==> src/rtl/fb_write_arbiter.sv <==
// Framebuffer write arbiter. Each frame starts with a clear sweep, then the block arbitrates two pixel-write requesters.
// Define FB_WRITE_ARBITER_ROUND_ROBIN_EN for round-robin grants. When it is undefined, req0 has fixed priority over req1.
module fb_write_arbiter #(
    parameter int         SCREEN_W      = 800,
    parameter int         SCREEN_H      = 600,
    parameter logic [1:0] CLEAR_PALETTE = 2'd0
) (
    input  logic        clk_33m,
    input  logic        rst,
    input  logic        frame_start,
    input  logic        req0_valid,
    input  logic [11:0] req0_x,
    input  logic [11:0] req0_y,
    input  logic [1:0]  req0_palette,
    output logic        req0_ready,
    input  logic        req1_valid,
    input  logic [11:0] req1_x,
    input  logic [11:0] req1_y,
    input  logic [1:0]  req1_palette,
    output logic        req1_ready,
    output logic [11:0] write_x,
    output logic [11:0] write_y,
    output logic [1:0]  write_palette,
    output logic        write_en,
    output logic        clear_busy,
    output logic        clear_done
);
    localparam logic [11:0] LAST_X = 12'(SCREEN_W - 1);
    localparam logic [11:0] LAST_Y = 12'(SCREEN_H - 1);

    typedef enum logic [1:0] {IDLE, CLEAR, SERVE} state_t;

    state_t      state, state_nxt;
    logic [11:0] clr_x, clr_y;
    logic        clr_last;
    logic        grant0, grant1;
    logic        issue_en;
    logic [11:0] issue_x, issue_y;
    logic [1:0]  issue_palette;

`ifdef FB_WRITE_ARBITER_ROUND_ROBIN_EN
    logic rr_ptr;  // set when req1 holds priority for the next contested cycle

    always_ff @(posedge clk_33m) begin
        if (rst)             rr_ptr <= 1'b0;
        else if (req0_ready) rr_ptr <= 1'b1;
        else if (req1_ready) rr_ptr <= 1'b0;
    end

    assign grant0 = req0_valid && (!req1_valid || !rr_ptr);
`else
    assign grant0 = req0_valid;
`endif
    assign grant1   = req1_valid && !grant0;
    assign clr_last = (clr_x == LAST_X) && (clr_y == LAST_Y);

    always_comb begin
        // NOTE: every signal driven here gets a default first, so no path can infer a latch.
        state_nxt     = state;
        req0_ready    = 1'b0;
        req1_ready    = 1'b0;
        clear_busy    = 1'b0;
        clear_done    = 1'b0;
        issue_en      = 1'b0;
        issue_x       = clr_x;
        issue_y       = clr_y;
        issue_palette = CLEAR_PALETTE;
        if (!rst) begin
            unique case (state)
                IDLE: if (frame_start) state_nxt = CLEAR;
                CLEAR: begin
                    clear_busy = 1'b1;
                    issue_en   = 1'b1;
                    if (!frame_start && clr_last) begin
                        clear_done = 1'b1;
                        state_nxt  = SERVE;
                    end
                end
                SERVE: begin
                    if (frame_start) begin
                        state_nxt = CLEAR;
                    end else begin
                        req0_ready    = grant0;
                        req1_ready    = grant1;
                        issue_x       = grant0 ? req0_x : req1_x;
                        issue_y       = grant0 ? req0_y : req1_y;
                        issue_palette = grant0 ? req0_palette : req1_palette;
                        // Off-screen requests are still acknowledged but never reach the framebuffer.
                        issue_en      = (grant0 || grant1) && (issue_x <= LAST_X) && (issue_y <= LAST_Y);
                    end
                end
                default: state_nxt = IDLE;
            endcase
        end
    end

    // NOTE: sequential state is written with non-blocking assignments only, so every register samples pre-edge values.
    always_ff @(posedge clk_33m) begin
        if (rst) state <= IDLE;
        else     state <= state_nxt;
    end

    always_ff @(posedge clk_33m) begin
        if (rst || state != CLEAR || frame_start) begin
            clr_x <= '0;
            clr_y <= '0;
        end else if (clr_x == LAST_X) begin
            clr_x <= '0;
            clr_y <= (clr_y == LAST_Y) ? '0 : clr_y + 12'd1;
        end else begin
            clr_x <= clr_x + 12'd1;
        end
    end

    always_ff @(posedge clk_33m) begin
        if (rst) begin
            write_en      <= 1'b0;
            write_x       <= '0;
            write_y       <= '0;
            write_palette <= '0;
        end else begin
            write_en <= issue_en;
            if (issue_en) begin
                write_x       <= issue_x;
                write_y       <= issue_y;
                write_palette <= issue_palette;
            end
        end
    end
endmodule

==> config.mk <==
export PLATFORM = sky130hd
export DESIGN_NAME = fb_write_arbiter
export DESIGN_NICKNAME = d
export VERILOG_FILES = /design/src/rtl/fb_write_arbiter.sv
export SDC_FILE = /design/constraint.sdc
export NUM_CORES = 1
export LEC_CHECK = 0
export ABC_AREA = 1
export BUFFER_PORTS_ARGS = -buffer_cell sky130_fd_sc_hd__buf_2
export CAP_MARGIN = 5
export CORE_AREA = 2 2 90 101
export DETAILED_ROUTE_END_ITERATION = 16
export DIE_AREA = 0 0 92 103
export GPL_ROUTABILITY_DRIVEN = 0
export PLACE_DENSITY = 0.55
export REMOVE_ABC_BUFFERS = 1
export SLEW_MARGIN = 20
export SYNTH_ARGS = -nofsm -noshare
export SYNTH_HDL_FRONTEND = slang
export SYNTH_SLANG_ARGS = --single-unit
export TNS_END_PERCENT = 5
==> constraint.sdc <==
create_clock -name clk_33m -period 2.8 [get_ports clk_33m]
set_input_delay 0.42 -clock clk_33m [delete_from_list [all_inputs] [get_ports clk_33m]]
set_output_delay 0.42 -clock clk_33m [all_outputs]
set_load 0.02 [all_outputs]
==> results of run 1 <==
[cells by family (layout without fill, tap and decap cells)]
logic type      Yosys count  after routing
xor+xnor                  1              1
flops                    53             53
buf+inv                  80            167
fa+ha+maj                 7              7
simple gates            288            288
compound gates           66             66
[per-stage QoR]
step	utilization	cell area [um2]
floorplan	-	2970
global placement	0.421	3600
detailed placement	0.421	3600
CTS	0.431	3690
global route	0.431	3690
finish	0.431	3690
[layer usage]
metal	track usage	up-vias	share of wire
li1	-	1726	-
met1	0.242	1483	0.45
met2	0.316	75	0.49
met3	0.0263	10	0.042
met4	0.0540	0	0.016
met5	0	-	0
[cell type report]
type | instances | area [um2] | area share
timing repair buffer | 94 | 488 | 0.132
clock buffer | 7 | 86.3 | 0.0234
tap | 114 | 143 | 0.0387
sequential | 53 | 1060 | 0.288
multi-input combinational | 362 | 1660 | 0.451
inverter | 66 | 248 | 0.0672
[final timing paths]
path / to / cells after the start
worst max-delay path: clear_done / 8
worst min-delay path: write_palette[0] / 3
worst max register to register: write_y[1] / 12
worst min register to register: clr_x[0] / 1
[power breakdown]
part | switching [uW] | leakage (uW) | total (uW) | internal (uW)
Combinational | 377 | 0.00136 | 579 | 202
Sequential | 38.2 | 0.000428 | 853 | 815
Clock | 251 | 0.0000443 | 448 | 197
[registers in the layout, indices dropped and copies added, names as in the netlist]
register,flops
write_x,12
write_palette,2
clr_y,12
write_en,1
write_y,12
state,2
clr_x,12
[synthesized netlist by cell type (2+ instances only)]
cell      count  area share
o22ai_1       3      0.0062
nand2_1     151        0.19
nand3b_1      8       0.020
dfxtp_1      53        0.35
buf_2         5      0.0082
nor4_1        4      0.0082
nand4_1       3      0.0062
inv_1        63       0.078
a22oi_1       3      0.0074
clkbuf_1      7      0.0086
clkinv_1      2      0.0025
ha_1          7       0.029
a21oi_1      24       0.039
nor2_1       75       0.092
o21ai_0      28       0.046
o21ai_1       2      0.0033
o21a_1        2      0.0049
nor3_1       13       0.021
nand3_1      26       0.043
nor3b_1       5       0.012
buf_6         2      0.0074
o21bai_1      2      0.0049
[tightest hold or removal path, delay by kind of cell]
| family | cells | cell delay [ns] |
|---|---|---|
| buffers and inverters | 1 | 0.08 |
| AO/OA/AOI/OAI | 2 | 0.15 |
==> flow_summary.ini, run 1 <==
[sta]
slew_headroom = 0.626
finalCritPeriodShare = 0.910
min_period_ns = 2.55
layout_setup_ws_ns = 0.253
fin_skew_ns = 0.0129
setup_viol = 0
whs_ns = 0.377
rsz0062_at_grt = no
tightest_slew_ns = 0.558
max_freq_mhz = 393
finalHoldViolCount = 0
slew_violations = 0
tns_ns = 0

[critical_path]
path_class = reg -> out
arrival_ns = 2.13
crit_chain = ha_1 > nand2_1 > nor2_1 > inv_1 > nor2_1 > nand3_1 > nor4_1 > buf_2
reg2reg_from = state[0]
slowest_delay_ns = 0.39
critPathTopFamily = simple AND/OR/NAND/NOR gates
cp_slowest_cell = nor4_1
critPathMaxFanout = 5
start_kind = flip-flop
end_kind = primary output
crit_top_cell = nor2_1
setup.worst_path.start = clr_x[0]
crit_required_ns = 2.38
r2r_slack_ns = 0.70
crit_buf_inv = 2

[floorplanning]
ios = 88
rows = 36
die_w_um = 92
die-area_um2 = 9480
start_util = 0.356
die_height_um = 103
core_um2 = 8560

[clocking]
cts_tree = done
root_buffer = clkbuf_8
clock_sink_count = 53
ctsResizeCount = 0
ctsHoldBuffers = 0
cts_buffers = 5
cts_max_level = 2
path_clk_slew_ns = 0.09
clk_path_buf_depth = 2
post_cts_buffers = 0
clkLatencyLatePin_ns = 0.31

[yosys]
syn_avg_cell_area_um2 = 6.15
synth_seq_area_share = 0.349
synth-seq-cells = 53
synthXorXnorAreaFrac = 0.00288
synth-adder-area-share = 0.0288
synth-simple-area-share = 0.397
synth_compound_area_frac = 0.117
synthesis.area_um2 = 3040
yosysUniqueCellTypes = 29
syn_inst = 495
synthMuxAreaShare = 0
synth_top_family_by_area = simple AND/OR/NAND/NOR gates
dominantRegCellSynth = dfxtp_1
synth_edf_count = 0
synth-async-reset-ratio = 0
yosys_warnings = 0

[placed_design]
dp_hpwl_um = 6680
placed_cells = 689
portBuffers = 87
dp_slack_ns = 0.614

[finish]
stdcell_count = 696
final_nets = 646
area_delta_synth_final_pct = 21.1
most-common-layout-cells = nand2_1 (151), buf_2 (87), nor2_1 (75)
drive_gt1_frac = 0.179
antennaDiodeCount = 0
nFillCells = 970
final_common_cell = nand2_1

[global_routing]
grt_pass1_vias = 2889
grt_first_pass_wirelength_um = 13800
grt.overflow.total = 0
grt_max_degree = 38
antenna_found_initial = 0
grt_util_all_layers = 0.184

[power_and_ir_drop]
p_total_uw = 1880
irDropWorstVdd_uv = 232
p_per_area_nw_per_um2 = 510
leakage_uw = 0.00183

[min_path]
hold_class = in -> reg
min_from = req0_palette[0]

[drt]
drt-initial-drc-count = 154
vias_per_cell = 4.73
vias = 3294
ant_nets = 0
wl_per_cell_um = 12.3
routed_wl_um = 8580
first_pass_iters = 4
drc = 0

[flow_run]
cap_violations = 0

[outcome]
outcome = finished clean
Note: power is estimated with default switching activity, not from simulation.
==> inputs of run 2 (changes only) <==
PLACE_DENSITY = 0.69   (was 0.55)
SKIP_CTS_REPAIR_TIMING = 1   (was not set)
==> run 2 against run 1 <==
Non-clock buffer count fell by 2. Utilization rose by 0.50 points. Global-route usage fell by 1.0 points. Combinational power fell by 2%. Via count fell by 0.27%. Sequential power barely moved. Critical path depth did not move. Cell area rose by 1.2%. Register-to-register slack got worse by 0.14 ns. Sequential share of layout area fell by 0.33 points. Flip-flop and latch count did not move. Cell count fell by 0.14%. Critical endpoint unchanged. Largest power group unchanged.
==> flow_summary.ini, run 2 (synthesized netlist as in run 1, its figures left out) <==
[outcome]
outcome = finished clean

[clocking]
cts_tree = done
cts_buffers = 5
cts_max_level = 2
clk_path_buf_depth = 2
clkLatencyLatePin_ns = 0.31
root_buffer = clkbuf_8
clock_sink_count = 53
path_clk_slew_ns = 0.11

[critical_path]
crit_end = clear_done
r2r-end = clr_y[10]
crit_top_cell = nor2_1
setup.worst_path.start = clr_x[0]
path_class = reg -> out
r2r_slack_ns = 0.56
r2r_cells = 11
cp_slowest_cell = dfxtp_1
end_kind = primary output
crit_required_ns = 2.38
critPathMaxFanout = 5
slowest_delay_ns = 0.40
start_kind = flip-flop
arrival_ns = 2.05
crit_chain = ha_1 > nand2_1 > nor2_1 > inv_1 > nor2_1 > nand3_1 > nor4_2 > buf_2
reg2reg_from = state[1]

[finish]
postLayoutCellArea_um2 = 3730
drive_gt1_frac = 0.181
most-common-layout-cells = nand2_1 (151), buf_2 (87), nor2_1 (75)
antennaDiodeCount = 0
nFillCells = 923
multi_input_area_um2 = 1670
final_common_cell = nand2_1
area_delta_synth_final_pct = 22.5
seqCellArea_um2 = 1060
final_nets = 644

[min_path]
hold_class = in -> reg

[drt]
drt-initial-drc-count = 196
vias_per_cell = 4.73
routed_wl_um = 8100
drc = 0
ant_nets = 0
vias = 3285
first_pass_iters = 4
wl_per_cell_um = 11.7

[floorplanning]
die-area_um2 = 9480
start_util = 0.356
rows = 36
core_um2 = 8560
die_height_um = 103
ios = 88
die_w_um = 92

[sta]
setup_viol = 0
max_freq_mhz = 404
tns_ns = 0
fin_skew_ns = 0.00898
slew_violations = 0
finalCritPeriodShare = 0.883
finalHoldViolCount = 0
slew_headroom = 0.648
tightest_slew_ns = 0.528
rsz0062_at_grt = no
whs_ns = 0.395
min_period_ns = 2.47

[global_routing]
grt_pass1_vias = 3053
grt_max_degree = 38
grt_first_pass_wirelength_um = 13500
antenna_found_initial = 0
grt_util_all_layers = 0.174
grt.overflow.total = 0

[placed_design]
dp_hpwl_um = 6240
postPlaceCellArea_um2 = 3590
portBuffers = 87

[flow_run]
cap_violations = 0

[power_and_ir_drop]
irDropWorstVdd_uv = 205
p_total_uw = 2050
p_per_area_nw_per_um2 = 549
leakage_uw = 0.00185
[run 2: final cells by class]
cell class,count,area share
clock buffers,5,0.0185
flip-flops and latches,53,0.284
well taps,114,0.0382
multi-input cells,362,0.447
clock inverters,3,0.0185
inverters,66,0.0664
repair buffers,92,0.127
[run 2: power breakdown]
part           total, uW  internal [uW]  switching, uW  leakage (uW)
sequential           853            815           37.8      0.000428
clock                631            360            271     0.0000687
combinational        565            192            373       0.00135
total               2050           1370            682       0.00185
[run 2: stage by stage]
| step | instances | setup slack [ns] | util |
|---|---|---|---|
| finish | 695 | 0.327 | 0.436 |
| global route | 695 | 0.0603 | 0.436 |
| CTS | 695 | 0.227 | 0.435 |
| detailed placement | 687 | 0.515 | 0.419 |
| global placement | 687 | 0.576 | 0.419 |
| floorplan | 481 | 0.572 | - |
[run 2: worst max-delay path: cells and delay by family, from the launching register on]
kind	cells	cell delay (ns)
and+or+nand+nor	5	0.82
DFF	1	0.40
buffers and inverters	2	0.33
adders and majority gates	1	0.19
[run 2: worst min path at each step]
stage,depth (start not counted),end,startpoint
after floorplan,1,clr_x[0],clr_x[0]
after global placement,1,clr_x[0],clr_x[0]
after detailed placement,1,clr_x[0],clr_x[0]
after CTS,2,state[0],rst
after global routing,2,state[0],rst
final,2,state[0],rst
[run 2: per-layer routing]
| layer | global-route usage | part of all wire |
|---|---|---|
| met1 | 0.215 | 0.45 |
| met2 | 0.317 | 0.49 |
| met3 | 0.0263 | 0.048 |
| met4 | 0.0471 | 0.012 |
| met5 | 0 | 0 |
==> inputs of run 3 (changes only) <==
CORE_AREA = 2 2 87 97   (was 2 2 90 101)
DIE_AREA = 0 0 89 99   (was 0 0 92 103)
PLACE_DENSITY = 0.73   (was 0.69)
==> run 3 against run 2 <==
Cell area fell by 1.6%. Worst hold slack got worse by 0.013 ns. Count of clock-buffer cells in the layout increased by 1. Critical path depth is the same. Global-route usage is 0.68 points higher. Die area fell by 7.0%. Sequential power about the same. Flip-flop and latch count did not move. Critical endpoint unchanged. Largest cell class unchanged.
==> flow_summary.ini, run 3 (synthesized netlist as in run 1, its figures left out) <==
[critical_path]
start_kind = flip-flop
reg2reg_from = state[1]
path_class = reg -> out
critPathTopFamily = simple AND/OR/NAND/NOR gates
crit_required_ns = 2.38
arrival_ns = 2.04
critPathMaxFanout = 5
r2r_slack_ns = 0.61
setup.worst_path.start = clr_x[0]
slowest_delay_ns = 0.39
crit_top_cell = nor2_1
end_kind = primary output
cp_slowest_cell = dfxtp_1
crit_chain = ha_1 > nand2_1 > nor2_1 > inv_1 > nor2_1 > nand3_1 > nor4_1 > buf_2
crit_buf_inv = 2

[clocking]
root_buffer = clkbuf_8
clk_path_buf_depth = 2
clock_sink_count = 53
clkLatencyLatePin_ns = 0.31
path_clk_slew_ns = 0.09
cts_buffers = 5
cts_tree = done
cts_max_level = 2

[finish]
final_nets = 645
area_delta_synth_final_pct = 20.5
antennaDiodeCount = 0
stdcell_count = 690
nFillCells = 840
most-common-layout-cells = nand2_1 (151), buf_2 (87), nor2_1 (75)
drive_gt1_frac = 0.179
final_common_cell = nand2_1
postLayoutCellArea_um2 = 3670

[drt]
first_pass_iters = 5
drc = 0
routed_wl_um = 8150
wl_per_cell_um = 11.8
drt-initial-drc-count = 153
vias = 3332
vias_per_cell = 4.83
ant_nets = 0

[sta]
max_freq_mhz = 407
rsz0062_at_grt = no
slew_violations = 0
slew_headroom = 0.647
finalCritPeriodShare = 0.878
layout_setup_ws_ns = 0.341
min_period_ns = 2.46
tightest_slew_ns = 0.528
tns_ns = 0
setup_viol = 0
fin_skew_ns = 0.0118
finalHoldViolCount = 0

[global_routing]
antenna_found_initial = 0
grt_util_all_layers = 0.180
grt_pass1_vias = 2877
grt_max_degree = 38
grt_first_pass_wirelength_um = 12800
grt.overflow.total = 0

[floorplanning]
start_util = 0.389
die-area_um2 = 8810
core_um2 = 7830
die_height_um = 99
ios = 88
rows = 34
die_w_um = 89

[outcome]
outcome = finished clean

[placed_design]
postPlaceCellArea_um2 = 3590
portBuffers = 87
placed_cells = 682
dp_hpwl_um = 6350
dp_slack_ns = 0.631

[flow_run]
cap_violations = 0

[power_and_ir_drop]
leakage_uw = 0.00183
irDropWorstVdd_uv = 216
p_per_area_nw_per_um2 = 507

[min_path]
hold_class = in -> reg
min_from = rst
run 3: cell count changes in the layout (fill, tap and decap cells not counted):
cell       change
nor4_2         -1
clkinv_2       +2
buf_4          +1
nor4_1         +1
inv_6          -1
bufinv_16      -2
clkbuf_1       +1
run 3: where the power goes:
group	internal (uW)	switching [uW]	leakage, uW
clock	174	255	0.0000450
sequential	815	37.0	0.000428
combinational	200	378	0.00136
run 3: routing by layer:
metal,track usage,vias to the layer above,wire [um],share of wire
li1,-,1729,-,-
met3,0.0251,10,369,0.045
met4,0.0482,0,106,0.013
met2,0.315,100,3990,0.49
met5,0,-,0,0
met1,0.230,1493,3680,0.45
run 3: layout make-up:
cell class	count	area [um2]	area share
Clock inverter	2	10.0	0.00273
Inverter	66	248	0.0675
Clock buffer	6	72.6	0.0198
Timing Repair Buffer	93	480	0.131
Multi-Input combinational cell	362	1660	0.453
Tap cell	108	135	0.0368
Sequential cell	53	1060	0.289
run 3: final timing paths:
kind / end / depth (start not counted)
setup / recovery: clear_done / 8
setup reg to reg: clr_y[10] / 11
hold / removal: state[1] / 2
hold reg to reg: write_palette[0] / 2
run 3: stage by stage:
step	utilization	hold slack (ns)	power (uW)
6_report	0.469	0.381	1860
5_1_grt	0.469	0.382	1980
4_1_cts	0.469	0.377	1860
3_5_place_dp	0.458	0.467	1440
3_3_place_gp	0.458	0.439	1430
2_1_floorplan	-	0.430	1240
